[config.mk]
export PLATFORM = sky130hd
export DESIGN_NAME = add_8bit
export DESIGN_NICKNAME = d
export VERILOG_FILES = /design/src/rtl/add_8bit.sv
export SDC_FILE = /design/constraint.sdc
export NUM_CORES = 1
export LEC_CHECK = 0
export ABC_AREA = 1
export CORE_MARGIN = 2
export CORE_UTILIZATION = 42
export CTS_CLUSTER_DIAMETER = 40
export DETAILED_ROUTE_END_ITERATION = 6
export GPL_ROUTABILITY_DRIVEN = 0
export GPL_TIMING_DRIVEN = 1
export MAX_ROUTING_LAYER = met4
export PLACE_DENSITY = 0.81
export SLEW_MARGIN = 30
export SYNTH_ARGS = -nofsm -noshare
export SYNTH_HDL_FRONTEND = slang
export SYNTH_SLANG_ARGS = --single-unit
[constraint.sdc]
create_clock -name clk -period 0.8 [get_ports clk]
set_clock_uncertainty 0.05 [all_clocks]
set_input_delay 0.08 -clock clk [delete_from_list [all_inputs] [get_ports clk]]
set_output_delay 0.08 -clock clk [all_outputs]
set_load 0.02 [all_outputs]
[src/rtl/add_8bit.sv]
`default_nettype none
// +----------------------------------------------------------------------------+
// | add_8bit : registered ripple-carry two's-complement adder/subtractor with  |
// |            carry-out and signed-overflow flags.                            |
// | Optional : ADD8_SAT_EN - saturate S to the signed limit on overflow.       |
// | Revision : 1.0                                                             |
// +----------------------------------------------------------------------------+
module add_8bit #(
  parameter int WIDTH = 8
) (
  input  logic             clk,
  input  logic             rst_n,
  input  logic [WIDTH-1:0] A,
  input  logic [WIDTH-1:0] B,
  input  logic             addsub,
  output logic [WIDTH-1:0] S,
  output logic             cout,
  output logic             ov_flag
);

  logic [WIDTH:0]   w_c;
  logic [WIDTH-1:0] w_sum;
  logic [WIDTH-1:0] w_s_next;
  logic             w_ov;

  // Carry-in of 1 on subtract completes the ~B + 1 negation.
  assign w_c[0] = addsub;

  generate
    for (genvar i = 0; i < WIDTH; i++) begin : g_fa
      logic w_bx;
      assign w_bx       = B[i] ^ addsub;
      assign w_sum[i]   = A[i] ^ w_bx ^ w_c[i];
      assign w_c[i+1]   = (A[i] & w_bx) | (A[i] & w_c[i]) | (w_bx & w_c[i]);
    end
  endgenerate

  assign w_ov = w_c[WIDTH] ^ w_c[WIDTH-1];

`ifdef ADD8_SAT_EN
  // On overflow the true result shares A's sign, so A's MSB picks the limit.
  always_comb begin
    w_s_next = w_sum;
    if (w_ov) begin
      w_s_next = A[WIDTH-1] ? {1'b1, {(WIDTH-1){1'b0}}} : {1'b0, {(WIDTH-1){1'b1}}};
    end
  end
`else
  assign w_s_next = w_sum;
`endif

  always_ff @(posedge clk or negedge rst_n) begin
    if (!rst_n) begin
      S       <= '0;
      cout    <= 1'b0;
      ov_flag <= 1'b0;
    end else begin
      S       <= w_s_next;
      cout    <= w_c[WIDTH];
      ov_flag <= w_ov;
    end
  end

endmodule
`default_nettype wire

==> summary.md <==
| Metric | Value |
|---|---|
| N_diodes | `0` |
| CTS tree | `done` |
| Fin. Hold Viols | `0` |
| Met3 capacity usage during global routing | `0.0739` |
| Mean routed wirelength per cell | `17.1 µm` |
| Class of the worst hold path | `input port to asynchronous set/reset pin` |
| Pre-CTS WS | `-2.69 ns` |
| Post-synth top area cell | `dfrtp_1` |
| Yosys reg bits | `10` |
| Crit. End Element | `register` |
| Syn nets | `84` |
| Die footprint | `1760 µm²` |
| Worst Max-Slew Pin Slew | `0.277 ns` |
| Starting density of the core | `0.458` |
| GRT Residual Overflow | `0` |
| Startpoint Class | `input port` |
| Leakage | `0.562 nW` |
| Clock-pin slew on the worst setup and hold paths | `0.07 ns` |
| Critical path required time | `0.89 ns` |
| Fraction of the yosys area taken by sequential cells | `0.415` |
| CTS sink count | `10` |
| Vias per inst | `4.84` |
| Worst vdd ir | `1.10 mV` |
| Pre-Repair DR Iteration Count | `4` |
| Status | `finished, violations left` |
| Pwr Total | `2.21 mW` |
| Vias in the first global route | `701` |
| IO Port Bufs | `28` |
| Sw Share | `0.335` |
| Most common cell in the synthesized netlist | `inv_1` |
| Avg Inst Size Synth | `10.4 µm²` |
| Max_slew headroom | `0.814` |
| Pwr per Cell Area | `1950 nW/µm²` |
| Post-layout min period | `2.81 ns` |
| Die extent in y | `41.9 µm` |
| Vias | `566` |
| Max Slew Vio Count | `0` |
| Synth async-reset ratio | `1.00` |
| RSZ-0062 raised after global routing | `yes` |
| Root buf cell | `clkbuf_4` |
| Antenna-violating nets left | `0` |
| Max Clk Rate | `356 MHz` |
| Global-route wire length before repair | `3590 µm` |
| WP data arrival | `2.89 ns` |
| Clock share of power | `0.205` |
| Die span in x | `41.9 µm` |
| Failing checks | `negative setup slack` |
| Global router's overall resource usage | `0.317` |
| Layout Nets | `129` |
| Met2 Use GR | `0.519` |
| TritonCTS Buffers | `3` |
| DR iter-0 viols | `3` |
| H-tree Lvls | `1` |
| Final setup vio count | `18` |
| Crit Path Max Fanout | `3` |
| Post-synth EDFFs | `0` |
| Critical path type | `input port to register` |
| Cells after Synth | `58` |
| Netlist Area Pre-Place | `603 µm²` |
| Share of the synthesized area in the top cell type | `0.415` |
| Met1 Usage GRT | `0.321` |
| Total wire length | `2000 µm` |
| CTS max path bufs | `2` |
| Ys flop type | `dfrtp_1` |
| MaxCap Viol Count | `0` |
| Num ports | `29` |
| Setup_tns | `-11.69 ns` |
| Int Power | `1.47 mW` |
| Initial antenna violation count | `0` |
| Cell row count | `13` |
| Synth area leaders | `dfrtp_1 41%, fa_1 23%, inv_1 10%, xnor2_1 8.7%, nand2_1 6.8%` |
| DP Wirelength | `964 µm` |
| Most instantiated cells after synthesis | `16 x inv_1, 11 x nand2_1, 10 x dfrtp_1, 7 x fa_1, 6 x xnor2_1` |
| Final Worst Setup Slack | `-2.01 ns` |
| Remaining DRCs | `0` |
| Post-synth cell types | `9` |
| Sw Pwr | `0.739 mW` |
| Comb pwr share | `0.478` |
| Largest net degree at the start of global routing | `11` |
| Syn. warnings | `0` |
| Sequential power share | `0.317` |
| CORE AREA | `1320 µm²` |
| Global route hottest layer | `met2` |
| Area growth syn-to-layout | `88.0%` |
| Fin crit share | `3.51` |
| Share of cells above drive strength 1 | `0.569` |
[worst max-delay path, stage by stage]
cell     delay (ns)
buf_6          0.11
inv_6          0.06
nand2_4        0.06
o21ai_4        0.05
fa_2           0.21
inv_2          0.04
fa_2           0.33
fa_2           0.35
fa_2           0.35
fa_2           0.35
fa_2           0.37
inv_2          0.08
fa_2           0.44
[metrics by stage]
| step | util | area [µm²] | cells | hold WS [ns] |
|---|---|---|---|---|
| 3_5_place_dp | 0.738 | 972 | 107 | 0.335 |
| 4_1_cts | 0.913 | 1200 | 134 | 0.0602 |
| 3_3_place_gp | 0.738 | 972 | 107 | 0.329 |
| 2_1_floorplan | - | 641 | 58 | -0.266 |
| 6_report | 0.860 | 1130 | 117 | 0.0473 |
| 5_1_grt | 0.860 | 1130 | 117 | 0.0508 |
[layout by cell type, fill, tap and decap left out]
master / instances
nand2_2: 5
dlygate4sd2_1: 1
nand2_1: 9
clkdlybuf4s50_1: 11
clkdlybuf4s15_1: 1
xor2_4: 1
dfrtp_1: 10
buf_2: 1
clkbuf_8: 1
clkbuf_4: 3
fa_2: 7
dlymetal6s2s_1: 1
buf_8: 3
buf_4: 11
inv_6: 1
inv_1: 6
buf_6: 12
nand2_4: 1
xnor2_2: 2
o21ai_4: 1
xor2_1: 1
inv_2: 9
xnor2_1: 4
[flip-flops by register name, indices dropped and copies added, names as in the netlist]
signal	count
ov_flag	1
S	8
cout	1
[layer usage]
layer  wire, µm  up-vias  part of all wire
met5          0        -                 0
li1           -      245                 -
met1        673      274              0.34
met3        122       14             0.061
met4        134        0             0.067
met2       1070       33              0.54
[layout make-up]
class | instances | area [µm²]
clock buffers | 4 | 36.3
inverters | 16 | 65.1
fillers | 63 | 184
flip-flops and latches | 10 | 250
repair buffers | 41 | 409
multi-input cells | 31 | 354
well taps | 15 | 18.8
[power by group through the flow]
stage | Clock [mW] | Sequential [mW] | Combinational, mW
after floorplan | 0 | 0.848 | 0.245
after global placement | 0 | 0.669 | 0.832
after detailed placement | 0 | 0.682 | 0.860
after CTS | 0.443 | 0.700 | 0.992
after global routing | 0.481 | 0.715 | 1.13
final | 0.452 | 0.699 | 1.06
[kinds of logic after synthesis]
kind of cell | share of synthesized area
buf+inv | 0.118
fa+ha+maj | 0.232
xor+xnor | 0.116
simple gates | 0.110
flops | 0.415
compound gates | 0.00829
[final timing paths]
path,from,endpoint,slack (ns),cells past startpoint
worst max-delay path,B[0],S[7],-2.01,13
min in group clk,A[1],S[1],0.19,2
worst min-delay path,rst_n,S[1],0.05,2
max in group asynchronous,rst_n,S[4],0.52,2
[timing repair]
action / CTS / global route
hold buffers: 0 / 0
resized for setup: 90 / 19
pin swaps: 10 / 9
buffers inserted: 23 / 4
gates cloned: 0 / 0
endpoints found under the hold margin: 0 / 0
endpoints found under the setup margin: 20 / 19
(Power assumes the default switching activity.)
